File: src/rtl/mem_bus_arbiter_if.sv
// Pipeline-side request/response and memory-side bus signals of the instruction/data bus arbiter.
// Modport slave is the arbiter view; modport master is the pipeline and memory view.
interface mem_bus_arbiter_if;
   logic        ireq_valid;
   logic [63:0] ireq_addr;
   logic        iresp_data_ok;
   logic [31:0] iresp_data;

   logic        dreq_valid;
   logic        dreq_write;
   logic [63:0] dreq_addr;
   logic [2:0]  dreq_size;
   logic [7:0]  dreq_strobe;
   logic [63:0] dreq_data;
   logic        dresp_data_ok;
   logic [63:0] dresp_data;

   logic        mreq_valid;
   logic        mreq_is_write;
   logic [63:0] mreq_addr;
   logic [2:0]  mreq_size;
   logic [7:0]  mreq_strobe;
   logic [63:0] mreq_data;
   logic        mresp_ready;
   logic [63:0] mresp_data;

   modport slave (
      input  ireq_valid, ireq_addr,
      input  dreq_valid, dreq_write, dreq_addr, dreq_size, dreq_strobe, dreq_data,
      input  mresp_ready, mresp_data,
      output iresp_data_ok, iresp_data,
      output dresp_data_ok, dresp_data,
      output mreq_valid, mreq_is_write, mreq_addr, mreq_size, mreq_strobe, mreq_data
   );

   modport master (
      output ireq_valid, ireq_addr,
      output dreq_valid, dreq_write, dreq_addr, dreq_size, dreq_strobe, dreq_data,
      output mresp_ready, mresp_data,
      input  iresp_data_ok, iresp_data,
      input  dresp_data_ok, dresp_data,
      input  mreq_valid, mreq_is_write, mreq_addr, mreq_size, mreq_strobe, mreq_data
   );
endinterface

File: src/rtl/mem_bus_arbiter.sv
// Single-outstanding arbiter between fetch and data requesters onto one memory bus; grant lands on the bus one cycle after sampling.
// Bus stalls hold the latched request until mresp_ready; data wins ties unless fetch has waited STARVE_LIMIT (>= 1) data grants.
module mem_bus_arbiter #(
   parameter int unsigned STARVE_LIMIT = 4
) (
   input  logic             clk,
   input  logic             reset,
   mem_bus_arbiter_if.slave bus
);
   localparam int unsigned   SW    = $clog2(STARVE_LIMIT + 1);
   localparam logic [SW-1:0] LIMIT = SW'(STARVE_LIMIT);

   localparam logic [1:0] IDLE   = 2'd0;
   localparam logic [1:0] I_BUSY = 2'd1;
   localparam logic [1:0] D_BUSY = 2'd2;

   logic [1:0]    state;
   logic [SW-1:0] streak;
   logic          valid_q;
   logic          is_write_q;
   logic [63:0]   addr_q;
   logic [2:0]    size_q;
   logic [7:0]    strobe_q;
   logic [63:0]   data_q;
   logic          grant_d;
   logic          grant_i;
   logic          done;

   assign grant_d = bus.dreq_valid && (!bus.ireq_valid || (streak < LIMIT));
   assign grant_i = !grant_d && bus.ireq_valid;

   // Gated by reset so a transaction aborted by reset never reports completion.
   assign done = reset && bus.mresp_ready && ((state == I_BUSY) || (state == D_BUSY));

   assign bus.iresp_data_ok = done && (state == I_BUSY);
   assign bus.dresp_data_ok = done && (state == D_BUSY);
   assign bus.iresp_data    = !bus.iresp_data_ok ? 32'd0 :
                              (addr_q[2] ? bus.mresp_data[63:32] : bus.mresp_data[31:0]);
   assign bus.dresp_data    = bus.dresp_data_ok ? bus.mresp_data : 64'd0;

   assign bus.mreq_valid    = valid_q;
   assign bus.mreq_is_write = is_write_q;
   assign bus.mreq_addr     = addr_q;
   assign bus.mreq_size     = size_q;
   assign bus.mreq_strobe   = strobe_q;
   assign bus.mreq_data     = data_q;

   always_ff @(posedge clk) begin
      if (!reset) begin
         state      <= IDLE;
         streak     <= '0;
         valid_q    <= 1'b0;
         is_write_q <= 1'b0;
         addr_q     <= 64'd0;
         size_q     <= 3'd0;
         strobe_q   <= 8'd0;
         data_q     <= 64'd0;
      end else begin
         case (state)
            IDLE: begin
               if (!bus.ireq_valid || grant_i) begin
                  streak <= '0;
               end else if (grant_d && (streak != LIMIT)) begin
                  streak <= streak + 1'b1;
               end
               if (grant_d) begin
                  state      <= D_BUSY;
                  valid_q    <= 1'b1;
                  is_write_q <= bus.dreq_write;
                  addr_q     <= bus.dreq_addr;
                  size_q     <= bus.dreq_size;
                  strobe_q   <= bus.dreq_strobe;
                  data_q     <= bus.dreq_data;
               end else if (grant_i) begin
                  state      <= I_BUSY;
                  valid_q    <= 1'b1;
                  is_write_q <= 1'b0;
                  addr_q     <= bus.ireq_addr;
                  size_q     <= 3'd3;
                  strobe_q   <= 8'd0;
                  data_q     <= 64'd0;
               end
            end
            I_BUSY, D_BUSY: begin
               if (bus.mresp_ready) begin
                  valid_q <= 1'b0;
                  state   <= IDLE;
               end
            end
            default: state <= IDLE;
         endcase
      end
   end
endmodule

File: src/flat_wrapper.sv
// flat-port wrapper written by rule: the top's interface ports become plain ports
module mem_bus_arbiter_flat 
#(
   parameter int unsigned STARVE_LIMIT = 4
)
  (clk, reset, bus_ireq_valid, bus_ireq_addr, bus_dreq_valid, bus_dreq_write, bus_dreq_addr, bus_dreq_size, bus_dreq_strobe, bus_dreq_data, bus_mresp_ready, bus_mresp_data, bus_iresp_data_ok, bus_iresp_data, bus_dresp_data_ok, bus_dresp_data, bus_mreq_valid, bus_mreq_is_write, bus_mreq_addr, bus_mreq_size, bus_mreq_strobe, bus_mreq_data);
  mem_bus_arbiter_if bus_i ();
  input  logic clk;
  input  logic reset;
  input wire logic [$bits(bus_i.ireq_valid)-1:0] bus_ireq_valid;
  input wire logic [$bits(bus_i.ireq_addr)-1:0] bus_ireq_addr;
  input wire logic [$bits(bus_i.dreq_valid)-1:0] bus_dreq_valid;
  input wire logic [$bits(bus_i.dreq_write)-1:0] bus_dreq_write;
  input wire logic [$bits(bus_i.dreq_addr)-1:0] bus_dreq_addr;
  input wire logic [$bits(bus_i.dreq_size)-1:0] bus_dreq_size;
  input wire logic [$bits(bus_i.dreq_strobe)-1:0] bus_dreq_strobe;
  input wire logic [$bits(bus_i.dreq_data)-1:0] bus_dreq_data;
  input wire logic [$bits(bus_i.mresp_ready)-1:0] bus_mresp_ready;
  input wire logic [$bits(bus_i.mresp_data)-1:0] bus_mresp_data;
  output wire logic [$bits(bus_i.iresp_data_ok)-1:0] bus_iresp_data_ok;
  output wire logic [$bits(bus_i.iresp_data)-1:0] bus_iresp_data;
  output wire logic [$bits(bus_i.dresp_data_ok)-1:0] bus_dresp_data_ok;
  output wire logic [$bits(bus_i.dresp_data)-1:0] bus_dresp_data;
  output wire logic [$bits(bus_i.mreq_valid)-1:0] bus_mreq_valid;
  output wire logic [$bits(bus_i.mreq_is_write)-1:0] bus_mreq_is_write;
  output wire logic [$bits(bus_i.mreq_addr)-1:0] bus_mreq_addr;
  output wire logic [$bits(bus_i.mreq_size)-1:0] bus_mreq_size;
  output wire logic [$bits(bus_i.mreq_strobe)-1:0] bus_mreq_strobe;
  output wire logic [$bits(bus_i.mreq_data)-1:0] bus_mreq_data;
  assign bus_i.ireq_valid = bus_ireq_valid;
  assign bus_i.ireq_addr = bus_ireq_addr;
  assign bus_i.dreq_valid = bus_dreq_valid;
  assign bus_i.dreq_write = bus_dreq_write;
  assign bus_i.dreq_addr = bus_dreq_addr;
  assign bus_i.dreq_size = bus_dreq_size;
  assign bus_i.dreq_strobe = bus_dreq_strobe;
  assign bus_i.dreq_data = bus_dreq_data;
  assign bus_i.mresp_ready = bus_mresp_ready;
  assign bus_i.mresp_data = bus_mresp_data;
  assign bus_iresp_data_ok = bus_i.iresp_data_ok;
  assign bus_iresp_data = bus_i.iresp_data;
  assign bus_dresp_data_ok = bus_i.dresp_data_ok;
  assign bus_dresp_data = bus_i.dresp_data;
  assign bus_mreq_valid = bus_i.mreq_valid;
  assign bus_mreq_is_write = bus_i.mreq_is_write;
  assign bus_mreq_addr = bus_i.mreq_addr;
  assign bus_mreq_size = bus_i.mreq_size;
  assign bus_mreq_strobe = bus_i.mreq_strobe;
  assign bus_mreq_data = bus_i.mreq_data;
  mem_bus_arbiter #(.STARVE_LIMIT(STARVE_LIMIT)) u_core (.clk(clk), .reset(reset), .bus(bus_i));
endmodule
File: config.mk
export PLATFORM = sky130hd
export DESIGN_NAME = mem_bus_arbiter_flat
export DESIGN_NICKNAME = d
export VERILOG_FILES = /design/src/rtl/mem_bus_arbiter_if.sv /design/src/rtl/mem_bus_arbiter.sv /design/src/flat_wrapper.sv
export SDC_FILE = /design/constraint.sdc
export NUM_CORES = 1
export LEC_CHECK = 0
export ABC_CLOCK_PERIOD_IN_PS = 2370
export CORE_AREA = 2 2 197 199
export CTS_CLUSTER_DIAMETER = 120
export DETAILED_ROUTE_END_ITERATION = 12
export DIE_AREA = 0 0 199 201
export PLACE_DENSITY = 0.44
export SKIP_LAST_GASP = 1
export SYNTH_ARGS = -nofsm -noshare
export SYNTH_HDL_FRONTEND = slang
export SYNTH_SLANG_ARGS = --single-unit
File: constraint.sdc
create_clock -name clk -period 2.37 [get_ports clk]
set_input_delay 0.711 -clock clk [delete_from_list [all_inputs] [get_ports clk]]
set_output_delay 0.711 -clock clk [all_outputs]
set_load 0.01 [all_outputs]
==> results.md <==
* #FFs+latches synth at 146
* Final count of pins violating max slew at 0
* Sequential area share after synthesis at 0.427
* Worst EP required at 1.66 ns
* Mux cell area share after synthesis at 0.0483
* CP max FO at 8
* Largest family of logic cells by synthesized area: compound AO/OA/AOI/OAI gates
* Clock buffer depth at 2
* Mapped cell area at 6850 µm²
* Post-synthesis compound-gate area fraction at 0.237
* Top_reg_cell synth: dfxtp_1
* Hold Vio Cnt, Final at 0
* Core region area at 38100 µm²
* Failing checks: negative setup slack
* Ratio of cells with drive above 1 in the final layout at 0.166
* Reg area at 2930 µm²
* Async SR Flop Fraction at 0
* Fillers at 4043
* RSZ-0062 raised after global routing: true
* CTS H-tree depth at 4
* DR iter-0 viols at 372
* Critical path type: reg -> out
* CTS tree: yes
* Depth of the worst hold-timing path at 2
* Hold Path Class: reg -> reg
* Routability cong. at 0.832
* Core Rows at 72
* Number of max-cap violations at 0
* Worst Skew at 0.00790 ns
* # DRC at 0
* Uppermost layer routed: met5
* Leading post-synthesis cells by cell area: dfxtp_1, a21oi_1, nand2_1, a21boi_1, and2_1
* Final setup viols at 98
* Worst setup SP type: flop
* XOR/XNOR Fraction of Synth Area at 0
* Gate Count Post-Synth at 878
* Slew headroom at 0.447
* Worst-Margin Slew at 0.829 ns
* ANT nets after route at 0
* Syn nets at 1157
* Total grt overflow at 0
* Yosys warns at 0
* First-pass GRT wire length at 51700 µm
* Worst path arrival time at 1.94 ns
* Final #Nets at 1668
* Leak at 0.00543 µW
* Sink Count at 146
* Share of the synthesized area in the top cell type at 0.427
* PortBufs at 511
* Commonest cells after routing, fill and taps aside: clkdlybuf4s50_1, nand2_1, dfxtp_1
* Cts bufs inserted at 17
* Per-cell routed wire length at 18.3 µm
* Vias at 8173
* Worst-path clk slew at 0.07 ns
* Setup WS post-layout at -0.284 ns
* Worst-Skew Late Latency at 0.42 ns
* Filler-free cell count of the finished design at 1921
* Die height at 201 µm
* Fin crit period at 2.65 ns
* Tot GR Track Use at 0.170
* Synth Area in Adders at 0.0110
* Metal2 WL at 16600 µm
* Average size of a mapped cell at 7.80 µm²
* Setup crit end kind: primary output
* Initial antenna violation count at 2
* Outcome: complete, but fails checks
* Full die area at 40000 µm²
* Met3 wire len at 2510 µm
* Fmax at 377 MHz
* Largest net degree at the start of global routing at 86
* Vias per std cell at 4.25
* Power Dens Cells at 589 nW/µm²
* Post-synth EDFFs at 0
* Multi-input logic area at 3700 µm²
* Die X at 199 µm
* Starting density of the core at 0.180
* Inst Count DP at 1874
* WL final at 35100 µm
* Synth area leader: dfxtp_1
* Met1 wire length at 15600 µm
* Post-Place Setup Slack at -0.772 ns
* Clock root buffer: clkbuf_16
* IO Count at 512
* Number of global-route vias before repair at 8154
* Final worst path period share at 1.12
* Dpl hpwl at 25400 µm
* Commonest non-fill, non-tap cell in the layout: clkdlybuf4s50_1
* R2R cell count at 6
* Syn-to-layout area delta at 105%
* Netlist cell types at 28
* First-pass DRT Iterations at 4
* Post-Synth Simple-Gate Area at 0.219
* VDD IR max at 0.468 mV
critical path, stage by stage (launching register included):
cell	delay, ns
dfxtp_2	0.33
inv_2	0.05
ha_4	0.26
and4_4	0.21
buf_6	0.13
buf_12	0.14
buf_16	0.14
and2_4	0.14
buf_6	0.09
cells in the mapped netlist (2+ instances only):
library cell and number:
inv_1 6, buf_2 41, a21boi_0 8, and2_1 64, a21boi_1 67, o221a_2 2
nand3_1 75, o21ai_0 65, dfxtp_1 146, clkbuf_1 37, a21oi_1 130, o22ai_1 2
ha_1 6, nor2b_1 4, buf_4 3, nand2_1 146, mux2i_1 33, nor2_1 33
repair_timing:
item	in CTS	in global routing
gates cloned	8	0
resized for setup	411	6
hold buffers	0	0
buffers inserted	5	1
pin swaps	28	0
endpoints found under the setup margin	98	98
path summary, 6_finish.rpt:
path	startpoint	to	slack (ns)
max	u_core.state[0]$_SDFFE_PN0P_	bus_dresp_data[6]	-0.28
min reg2reg	u_core.bus.mreq_data[57]$_SDFFE_PN0P_	u_core.bus.mreq_data[57]$_SDFFE_PN0P_	0.45
min	u_core.bus.mreq_data[57]$_SDFFE_PN0P_	u_core.bus.mreq_data[57]$_SDFFE_PN0P_	0.45
max reg2reg	u_core.state[0]$_SDFFE_PN0P_	u_core.bus.mreq_strobe[5]$_SDFFE_PN0P_	0.88
through the flow:
stage	setup TNS [ns]	util	hold WS [ns]	cell area, µm²	total power, µW
finish	-21.02	0.369	0.451	14100	8280
floorplan	0	-	0.472	6850	3740
CTS	-24.35	0.368	0.454	14000	8440
global placement	-65.16	0.338	0.440	12900	5210
global route	-30.26	0.369	0.464	14100	8710
detailed placement	-68.67	0.338	0.444	12900	5210
cell families after synthesis:
logic type      after synthesis
mux                          33
simple gates                325
flops                       146
fa+ha+maj                     6
compound gates              280
buf+inv                      88
final cells by class:
class / count / share of cell area
Clock inverter: 14 / 0.0161
Timing Repair Buffer: 574 / 0.434
Inverter: 6 / 0.00160
Tap cell: 518 / 0.0461
Sequential cell: 146 / 0.208
Antenna cell: 1 / 0.000178
Clock buffer: 18 / 0.0312
Multi-Input combinational cell: 644 / 0.263
report_power, final:
group          internal (µW)  switching [µW]
clock network           1920            1200
registers               2700             119
logic                   1290            1060
state kept, by name (all words and copies together), names as in the netlist:
name and flops:
u_core.state 2, u_core.bus.mreq_valid 1, u_core.bus.mreq_size 3, u_core.bus.mreq_strobe 8, u_core.bus.mreq_data 64, u_core.streak 3
u_core.bus.mreq_addr 64, u_core.bus.mreq_is_write 1
layer usage:
metal / vias to the layer above / track usage
li1: 4026 / -
met2: 262 / 0.279
met5: - / 0
met3: 24 / 0.0511
met1: 3859 / 0.220
met4: 2 / 0.0370
Power figures use the tool's default switching activity.
